--- config.mk ---
export PLATFORM = sky130hd
export DESIGN_NAME = bias_trim_seq
export DESIGN_NICKNAME = d
export VERILOG_FILES = /design/src/rtl/bias_trim_seq.sv
export SDC_FILE = /design/constraint.sdc
export NUM_CORES = 1
export LEC_CHECK = 0
export ABC_AREA = 1
export BUFFER_PORTS_ARGS = -buffer_cell sky130_fd_sc_hd__buf_2
export CAP_MARGIN = 20
export CORE_ASPECT_RATIO = 0.9
export CORE_MARGIN = 4
export CORE_UTILIZATION = 56
export CTS_CLUSTER_DIAMETER = 150
export DETAILED_ROUTE_END_ITERATION = 16
export HOLD_SLACK_MARGIN = 0.06
export PLACE_DENSITY_LB_ADDON = 0.15
export SYNTH_ARGS = -nofsm -noshare
export SYNTH_HDL_FRONTEND = slang
export SYNTH_SLANG_ARGS = --single-unit
export TNS_END_PERCENT = 50
--- constraint.sdc ---
create_clock -name wb_clk_i -period 8.9 [get_ports wb_clk_i]
set_clock_uncertainty 0.15 [all_clocks]
set_input_delay 0.89 -clock wb_clk_i [delete_from_list [all_inputs] [get_ports wb_clk_i]]
set_output_delay 0.89 -clock wb_clk_i [all_outputs]
set_load 0.005 [all_outputs]
--- src/rtl/bias_trim_seq.sv ---
// Wishbone-controlled bias/trim sequencer for the active_load macro: holds the
// enable and manual trim code, and runs a linear trim sweep against the comparator.
module bias_trim_seq #(
  parameter int          TRIM_W   = 6,
  parameter int          SETTLE_W = 16,
  parameter logic [31:0] BASE_ADR = 32'h3000_0000
) (
  input  logic              wb_clk_i,
  input  logic              wb_rst_i,
  input  logic              wbs_cyc_i,
  input  logic              wbs_stb_i,
  input  logic              wbs_we_i,
  input  logic [3:0]        wbs_sel_i,
  input  logic [31:0]       wbs_adr_i,
  input  logic [31:0]       wbs_dat_i,
  output logic              wbs_ack_o,
  output logic [31:0]       wbs_dat_o,
  input  logic              cmp_i,
  output logic              bias_en_o,
  output logic [TRIM_W-1:0] trim_o,
  output logic              irq_o
);

  localparam logic [TRIM_W-1:0] CODE_MAX = '1;

  typedef enum logic [1:0] {ST_IDLE, ST_SETTLE, ST_SAMPLE, ST_DONE} state_t;

  state_t              state_reg, state_next;
  logic                ack_reg;
  logic [31:0]         dat_o_reg;
  logic                en_reg;
  logic [SETTLE_W-1:0] settle_reg;
  logic [TRIM_W-1:0]   trim_reg;
  logic                done_reg, found_reg;
  logic [TRIM_W-1:0]   result_reg, code_reg;
  logic [SETTLE_W-1:0] cnt_reg;
  logic                cmp_meta_reg, cmp_s_reg;

  logic                hit, access, wr, rd;
  logic [1:0]          offset;
  logic [31:0]         wmask;
  logic [31:0]         rdata;
  logic                en_next, start_req, w1c_done;
  logic [SETTLE_W-1:0] settle_next, settle_lim;
  logic [TRIM_W-1:0]   trim_next;
  logic                settle_last;
  logic                busy, load_start, step, finish, set_done;
  logic                unused_bits;

  // Bus decode: one access per stb, the cycle holding ack is never a new access.
  assign hit    = wbs_cyc_i && wbs_stb_i && (wbs_adr_i[31:4] == BASE_ADR[31:4]);
  assign access = hit && !ack_reg;
  assign wr     = access && wbs_we_i;
  assign rd     = access && !wbs_we_i;
  assign offset = wbs_adr_i[3:2];

  generate
    for (genvar gi = 0; gi < 4; gi++) begin : g_lane
      assign wmask[gi*8 +: 8] = {8{wbs_sel_i[gi]}};
    end
  endgenerate

  assign en_next     = (wr && offset == 2'd0 && wbs_sel_i[0]) ? wbs_dat_i[0] : en_reg;
  assign start_req   = wr && offset == 2'd0 && wbs_sel_i[0] && wbs_dat_i[1] && en_next;
  assign w1c_done    = wr && offset == 2'd3 && wbs_sel_i[0] && wbs_dat_i[1];
  assign settle_next = (settle_reg & ~wmask[SETTLE_W-1:0]) | (wbs_dat_i[SETTLE_W-1:0] & wmask[SETTLE_W-1:0]);
  assign trim_next   = (trim_reg & ~wmask[TRIM_W-1:0]) | (wbs_dat_i[TRIM_W-1:0] & wmask[TRIM_W-1:0]);
  assign unused_bits = ^{wbs_adr_i[1:0], wbs_dat_i[31:SETTLE_W], wmask[31:SETTLE_W]};

  // A programmed settle of 0 behaves as 1; >= keeps a shrunk SETTLE from overrunning.
  assign settle_lim  = (settle_reg == '0) ? SETTLE_W'(1) : settle_reg;
  assign settle_last = (cnt_reg >= settle_lim - SETTLE_W'(1));

  always_ff @(posedge wb_clk_i) begin
    if (wb_rst_i) state_reg <= ST_IDLE;
    else          state_reg <= state_next;
  end

  always_comb begin
    state_next = state_reg;
    if (!en_reg && state_reg != ST_IDLE) begin
      state_next = ST_IDLE;
    end else begin
      case (state_reg)
        ST_IDLE:   if (start_req) state_next = ST_SETTLE;
        ST_SETTLE: if (settle_last) state_next = ST_SAMPLE;
        ST_SAMPLE: state_next = (cmp_s_reg || code_reg == CODE_MAX) ? ST_DONE : ST_SETTLE;
        ST_DONE:   state_next = ST_IDLE;
        default:   state_next = ST_IDLE;
      endcase
    end
  end

  always_comb begin
    busy       = (state_reg != ST_IDLE);
    load_start = (state_reg == ST_IDLE) && (state_next == ST_SETTLE);
    step       = (state_reg == ST_SAMPLE) && (state_next == ST_SETTLE);
    finish     = (state_reg == ST_SAMPLE) && (state_next == ST_DONE);
    set_done   = (state_reg == ST_DONE) && en_reg;
    bias_en_o  = en_reg;
    trim_o     = busy ? code_reg : trim_reg;
    irq_o      = done_reg;
    wbs_ack_o  = ack_reg;
    wbs_dat_o  = dat_o_reg;
  end

  always_comb begin
    rdata = '0;
    case (offset)
      2'd0: rdata[0] = en_reg;
      2'd1: rdata[SETTLE_W-1:0] = settle_reg;
      2'd2: rdata[TRIM_W-1:0] = trim_reg;
      default: begin
        rdata[0]           = busy;
        rdata[1]           = done_reg;
        rdata[2]           = found_reg;
        rdata[8 +: TRIM_W] = result_reg;
      end
    endcase
  end

  always_ff @(posedge wb_clk_i) begin
    if (wb_rst_i) begin
      ack_reg      <= 1'b0;
      dat_o_reg    <= '0;
      en_reg       <= 1'b0;
      settle_reg   <= '0;
      trim_reg     <= '0;
      done_reg     <= 1'b0;
      found_reg    <= 1'b0;
      result_reg   <= '0;
      code_reg     <= '0;
      cnt_reg      <= '0;
      cmp_meta_reg <= 1'b0;
      cmp_s_reg    <= 1'b0;
    end else begin
      ack_reg      <= access;
      dat_o_reg    <= rd ? rdata : 32'd0;
      en_reg       <= en_next;
      cmp_meta_reg <= cmp_i;
      cmp_s_reg    <= cmp_meta_reg;
      if (wr && offset == 2'd1) settle_reg <= settle_next;
      if (wr && offset == 2'd2 && !busy) trim_reg <= trim_next;

      if (load_start || step)       cnt_reg <= '0;
      else if (state_reg == ST_SETTLE) cnt_reg <= cnt_reg + SETTLE_W'(1);

      if (load_start) code_reg <= '0;
      else if (step)  code_reg <= code_reg + TRIM_W'(1);

      // On a miss the code is already all-ones, so RESULT=code covers both outcomes.
      if (finish) begin
        found_reg  <= cmp_s_reg;
        result_reg <= code_reg;
      end

      if (set_done)                    done_reg <= 1'b1;
      else if (load_start || w1c_done) done_reg <= 1'b0;
    end
  end

endmodule
==> qor.csv, run 1 <==
stage,metric,value,unit
sta,Fmax,236,MHz
synth,post-synthesis mux area share,0,%
routing,Vias,3705,
sta,Final setup viols,0,
final_layout,# diodes,0,
synth,sequential element share of the synthesized area,36.6,%
clock_tree,Clock transition at path regs,0.08,ns
hold_path,path type of the worst min-delay path,flip-flop to flip-flop,
synth,compound-cell area share of the yosys netlist,12.9,%
synth,largest family of logic cells by synthesized area,simple AND/OR/NAND/NOR gates,
placed_design,Place WS,4.69,ns
worst_setup_path,crit path cell chain,"inv_1, nand2_1, nor4_1, nand3_1, nand2_1, inv_1, ha_1, nand2_1, nor4_2, nand2_1, nor3_1, xor2_1, inv_1, ha_1, nand4_1, a21oi_1, nor2_1, nand3_1, a21oi_2, nand3_1, nand3_2, nor2_1",
clock_tree,clock latency on the worst-skew pair,0.36,ns
worst_setup_path,"delay-heaviest family, CP",simple AND/OR/NAND/NOR gates,
routing,Initial DRT Pass Iterations,5,
synth,Yosys cell types,34,
power,sequential share of power,48.5,%
power,pwr dens,146,nW/um^2
global_route,initial antenna violation count,0,
worst_setup_path,Crit path required time,8.98,ns
worst_setup_path,Bufs and invs on worst path,3,
worst_setup_path,Worst Setup Start Kind,flip-flop,
job,Max Cap Viol,0,
global_route,largest net degree at the start of global routing,24,
synth,cell taking the most area after synthesis,dfxtp_1,
routing,DR WL/cell,13.0,um
synth,"top cells by area, synth","dfxtp_1 37%, nand2_1 7.6%, ha_1 7.4%",
clock_tree,# hold bufs at CTS,0,
placed_design,dpl hpwl,7290,um
clock_tree,CTS sink cnt,74,
floorplanning,core area,7040,sq um
power,Cell Int Power,0.538,mW
floorplanning,Initial Util,57.5,%
clock_tree,Num CTS Buffers,9,
clock_tree,total setup buffers inserted after CTS,0,
final_layout,"most common cell after layout, fill and taps aside",nand2_1,
floorplanning,# IOs,115,
sta,fin crit share,47.6,%
synth,simple-gate portion of the synthesized area,24.8,%
worst_setup_path,WS Path Type,flip-flop to flip-flop,
worst_setup_path,"Slowest-stage cell, CP",dfxtp_1,
power,Clk pwr share,47.2,%
power,Sw Ratio,21.3,%
worst_setup_path,CP Capture Type,flip-flop,
clock_tree,CTS root buffer,clkbuf_8,
synth,XOR/XNOR Fraction of Synth Area,6.71,%
sta,minimum clock period,4.24,ns
power,worst vdd ir,76.9,uV
final_layout,layout cell share with drive strength beyond 1,17.6,%
sta,final hold violation count,0,
floorplanning,row cnt,29,
synth,Synth Area in Adders,7.42,%
global_route,global-route wire length before repair,15300,um
clock_tree,clk buf depth,2,
power,Gate power share,4.3,%
synth,post-synth top area share,36.6,%
routing,Residual DRC,0,
synth,cells after synthesis,544,
final_layout,Post-layout nets,717,
final_layout,Layout area overhead,15.8,%
floorplanning,DIE AREA,8650,sq um
sta,max_slew headroom,50.0,%
floorplanning,die height,88.7,um
worst_setup_path,maximum net fanout on the critical path,16,
global_route,total grt overflow,0,
clock_tree,CTS tree,yes,
power,Sw Pwr,0.145,mW
floorplanning,DIE WIDTH,97.6,um
placed_design,gp weighted congestion,0.908,
outcome,status,completed,
clock_tree,CTS H-tree depth,3,
final_layout,most frequent cells in the layout,"82 x nand2_1, 78 x buf_2, 76 x inv_1",
routing,Via density,5.17,
worst_setup_path,"Largest stage delay, worst path",0.41,ns
global_route,vias in the first global route,3471,
routing,DRT iter0 DRCs,170,
worst_setup_path,critical path arrival,4.32,ns
global_route,All-Layer GR Usage,21.9,%
clock_tree,CTS resizes,0,
power,Static Leak,2.05,nW
routing,Post-Route WL,9340,um
synth,Syn Area/Cell,7.44,sq um
sta,Slew @ Worst Pin,0.747,ns
routing,post-route ant nets,0,
sta,Final Slew Violations,0,
synth,number of synthesized register bits,74,
sta,PnR worst setup slack,4.66,ns
synth,Mapped Area,4050,sq um
sta,setup_tns,0,ns
sta,unrepaired setup endpoints after global routing,false,
synth,Yosys warning count,0,
placed_design,input/output buffers,78,
worst_setup_path,most frequent CP cell,nand2_1,
==> worst min-delay path: cells and delay by family, from the launching register on <==
family,cells,cell delay [ns]
flops,1,0.30
simple gates,1,0.03
buf+inv,1,0.04
==> synth_stat cells, drive strengths merged <==
cell / number
a211oi: 22
a21oi: 39
buf: 20
clkbuf: 9
conb: 1
dfxtp: 74
ha: 24
inv: 77
nand2: 84
nand3: 18
nand4: 15
nor2: 78
nor3: 13
nor3b: 1
nor4: 7
o21ai: 28
o22ai: 3
xnor2: 7
xor2: 24
==> final timing paths <==
path | start | endpoint | slack (ns) | cells after the start
worst min register to register | cmp_meta_reg | cmp_s_reg | 0.26 | 2
worst max register to register | flip-flop | cnt_reg[13] | 4.66 | 22
worst min-delay path | cmp_meta_reg | cmp_s_reg | 0.26 | 2
worst max-delay path | flip-flop | cnt_reg[13] | 4.66 | 22
==> power by group through the flow <==
stage	logic, mW	registers, mW	clock network [mW]
final	0.0291	0.331	0.323
after global routing	0.0329	0.331	0.342
after CTS	0.0288	0.331	0.330
after detailed placement	0.0285	0.339	0
after global placement	0.0277	0.339	0
after floorplan	0.0180	0.339	0
==> metrics by stage <==
stage / cells / power (mW) / instance area [sq um] / hold slack (ns) / utilization (%)
global route: 717 / 0.707 / 4690 / 0.305 / 66.6
global placement: 701 / 0.367 / 4440 / 0.248 / 63.0
floorplan: 559 / 0.357 / 4100 / 0.238 / -
finish: 717 / 0.683 / 4690 / 0.262 / 66.6
detailed placement: 701 / 0.368 / 4440 / 0.253 / 63.0
CTS: 717 / 0.690 / 4690 / 0.263 / 66.6
==> final cells by class <==
type                            count  area [sq um]
Clock buffer                       10           138
Clock inverter                      6           113
Fill cell                         633          2350
Inverter                           77           289
Multi-Input combinational cell    379          2160
Sequential cell                    74          1480
Tap cell                           93           116
Timing Repair Buffer               78           390
==> kinds of logic after synthesis <==
| group | after synthesis |
|---|---|
| xor gates and xnor gates | 31 |
| AOI/OAI and AO/OA | 92 |
| buffers and inverters | 106 |
| DFF | 74 |
| adders and majority gates | 24 |
| and+or+nand+nor | 216 |
| other | 1 |
==> per-layer routing <==
layer  part of all wire, %  track usage, %
met1                    47            28.8
met2                    43            35.3
met3                   8.2            6.15
met4                   1.3            7.04
met5                     0               0
Power figures use the tool's default switching activity.
==> run 2, diff against run 1 <==
- ABC_AREA: 1 -> 0
- CORE_UTILIZATION: 56 -> 53
- clock period: 8.9 -> 4.4 ns (I/O delays scaled with it)
==> qor.csv, run 2 <==
stage,metric,value,unit,change
power,worst vdd ir,159,uV,+110%
global_route,All-Layer GR Usage,22.1,%,+0.21 points
final_layout,Reg area,1480,sq um,unchanged
placed_design,input/output buffers,78,,unchanged
global_route,total grt overflow,0,,unchanged
final_layout,final instance area,4790,sq um,+2.2%
worst_setup_path,Bufs and invs on worst path,0,,-3
clock_tree,# hold bufs at CTS,0,,unchanged
power,Static Leak,1.97,nW,-4.4%
placed_design,"Cell Area, Placed",4580,sq um,+3.3%
final_layout,# diodes,0,,unchanged
global_route,gr busiest metal,met2,,
worst_setup_path,CP Capture Type,flip-flop,,
sta,unrepaired setup endpoints after global routing,false,,
sta,Fmax,250,MHz,+5.8%
routing,Residual DRC,0,,unchanged
sta,max_slew headroom,40.9,%,-9.1 points
synth,Post-synth EDFFs,0,,unchanged
clock_tree,CTS resizes,0,,unchanged
sta,Slew @ Worst Pin,0.886,ns,+0.139 ns
floorplanning,DIE AREA,9450,sq um,+9.2%
final_layout,Layout area overhead,13.6,%,
sta,minimum clock period,4.01,ns,-0.233 ns
routing,DRT iter0 DRCs,185,,+8.8%
routing,post-route ant nets,0,,unchanged
worst_setup_path,Worst Setup Start Kind,flip-flop,,
clock_tree,total setup buffers inserted after CTS,0,,unchanged
worst_setup_path,"Slowest-stage cell, CP",or4_4,,
synth,most numerous cell in the Yosys netlist,dfxtp_1,,
global_route,initial antenna violation count,0,,unchanged
routing,DR WL/cell,16.2,um,+24%
sta,Final Slew Violations,0,,unchanged
final_layout,FILL cells,704,,+11%
synth,number of synthesized register bits,74,,unchanged
sta,fin crit share,91.1,%,+43 points
worst_setup_path,"Largest stage delay, worst path",0.43,ns,+0.02 ns
synth,post-synth top area share,35.1,%,-1.5 points
final_layout,layout cell share with drive strength beyond 1,19.9,%,+2.3 points
worst_setup_path,"delay-heaviest family, CP",simple AND/OR/NAND/NOR gates,,
synth,Yosys warning count,0,,unchanged
sta,setup_tns,0,ns,unchanged
synth,cell taking the most area after synthesis,dfxtp_1,,
job,Max Cap Viol,0,,unchanged
placed_design,gp weighted congestion,0.896,,-1.4%
worst_setup_path,"setup slack, reg-to-reg",0.39,ns,-4.27 ns
global_route,met2 Use GR,35.1,%,-0.16 points
final_layout,Post-Layout Cell Count,644,,-10%
worst_setup_path,most frequent CP cell,ha_1,,
routing,Vias,3696,,-0.24%
clock_tree,CTS sink cnt,74,,unchanged
floorplanning,die height,92.6,um,+4.5%
routing,Initial DRT Pass Iterations,7,,+2
global_route,vias in the first global route,3491,,+0.58%
worst_setup_path,WS Path Type,flip-flop to flip-flop,,
floorplanning,row cnt,30,,+3.4%
global_route,global-route wire length before repair,16500,um,+8.5%
worst_setup_path,maximum net fanout on the critical path,7,,-9
synth,"top cells by area, synth","dfxtp_1 35%, ha_1 7.1%, mux2i_1 5.9%",,
power,total power,1.30,mW,+91%
placed_design,Place WS,0.471,ns,-4.22 ns
sta,Final setup viols,0,,unchanged
power,pwr dens,272,nW/um^2,+86%
clock_tree,CTS tree,yes,,
worst_setup_path,Crit path required time,4.52,ns,-4.46 ns
routing,Post-Route WL,10400,um,+11%
floorplanning,core area,7660,sq um,+8.8%
global_route,largest net degree at the start of global routing,61,,+150%
placed_design,DP Cell Count,628,,-10%
floorplanning,# IOs,115,,unchanged
sta,final hold slack,0.124,ns,-0.138 ns
hold_path,path type of the worst min-delay path,primary input to flip-flop,,
clock_tree,CTS H-tree depth,3,,unchanged
synth,"top cells by count, synth","74 x dfxtp_1, 40 x nand2b_1, 29 x nor3_1, 25 x mux2i_1, 25 x nor2_1",,
sta,PnR worst setup slack,0.392,ns,-4.27 ns
worst_setup_path,crit path cell chain,"or3_1, or2_1, or4_4, o41a_1, ha_1, nand2b_1, nor4_1, xnor2_1, ha_1, nand4_1, nor3_1, o311ai_1, a311oi_1",,
final_layout,Post-layout nets,641,,-11%
synth,cells after synthesis,477,,-12%
sta,final hold violation count,0,,unchanged
final_layout,area occupied by multi-input gates,2550,sq um,+18%
synth,sequential element share of the synthesized area,35.1,%,-1.5 points
worst_setup_path,critical path arrival,4.13,ns,-0.19 ns
synth,Yosys cell types,58,,+71%
placed_design,dpl hpwl,7860,um,+7.9%
synth,asr flop ratio synth,0,%,unchanged
final_layout,fin util,62.6,%,-4.0 points
clock_tree,clock latency on the worst-skew pair,0.36,ns,about the same
routing,Via density,5.74,,+11%
final_layout,most frequent cells in the layout,"78 x buf_2, 74 x dfxtp_1, 40 x nand2b_1",,
clock_tree,Clock transition at path regs,0.09,ns,about the same
global_route,met1 usage,29.8,%,+0.95 points
clock_tree,clk buf depth,2,,unchanged
clock_tree,CTS root buffer,clkbuf_8,,
synth,Syn Area/Cell,8.84,sq um,+19%
floorplanning,DIE WIDTH,102,um,+4.5%
floorplanning,Initial Util,55.1,%,-2.4 points
global_route,met3 Track Usage GR,5.05,%,-1.1 points
synth,Main synth FF type,dfxtp_1,,
synth,Mapped Area,4220,sq um,+4.2%
outcome,status,completed,,
clock_tree,Num CTS Buffers,9,,unchanged
final_layout,"most common cell after layout, fill and taps aside",buf_2,,
-- run 2: changes by cell type after synthesis, sizes merged, moves of 25 or more --
cell    delta
inv       -69
nand2     -60
mux2i     +25
nand2b    +40
nor2      -52
-- run 2: final timing paths --
path | cells after the start | to | start
setup reg to reg | 13 | state_reg[1] | flip-flop
setup / recovery | 13 | state_reg[1] | flip-flop
hold reg to reg | 1 | cmp_s_reg | cmp_meta_reg
hold / removal | 2 | cmp_meta_reg | cmp_i
-- run 2: final cells by class --
| class | count | share of cell area, % |
|---|---|---|
| flip-flops and latches | 74 | 30.9 |
| repair buffers | 79 | 8.31 |
| multi-input cells | 371 | 53.3 |
| well taps | 96 | 2.51 |
| inverters | 8 | 0.627 |
| clock buffers | 10 | 2.87 |
| clock inverters | 6 | 1.51 |
-- run 2: cell families after synthesis --
group	synth area share [%]
DFF	35.1
and+or+nand+nor	28.6
other	0.0889
xor gates and xnor gates	6.02
buffers and inverters	5.87
adders and majority gates	7.12
AOI/OAI and AO/OA	9.67
muxes	7.53
-- run 2: metal layers --
layer,part of all wire (%),wire (um)
met1,46,4770
met2,45,4670
met3,7.2,748
met4,2.1,223
met5,0,0
-- run 2: worst register-to-register path, stage by stage (launching register included) --
cell and delay (ns):
dfxtp_1 0.37, or3_1 0.40, or2_1 0.23, or4_4 0.43, o41a_1 0.36, ha_1 0.22, nand2b_1 0.22, nor4_1 0.12
xnor2_1 0.17, ha_1 0.33, nand4_1 0.13, nor3_1 0.32, o311ai_1 0.18, a311oi_1 0.29
-- run 2: power breakdown --
part / switching [mW] / leakage [nW] / total [mW] / internal [mW]
Clock: 0.281 / 0.103 / 0.565 / 0.283
Combinational: 0.0378 / 1.27 / 0.0675 / 0.0297
Sequential: 0.000526 / 0.596 / 0.670 / 0.670
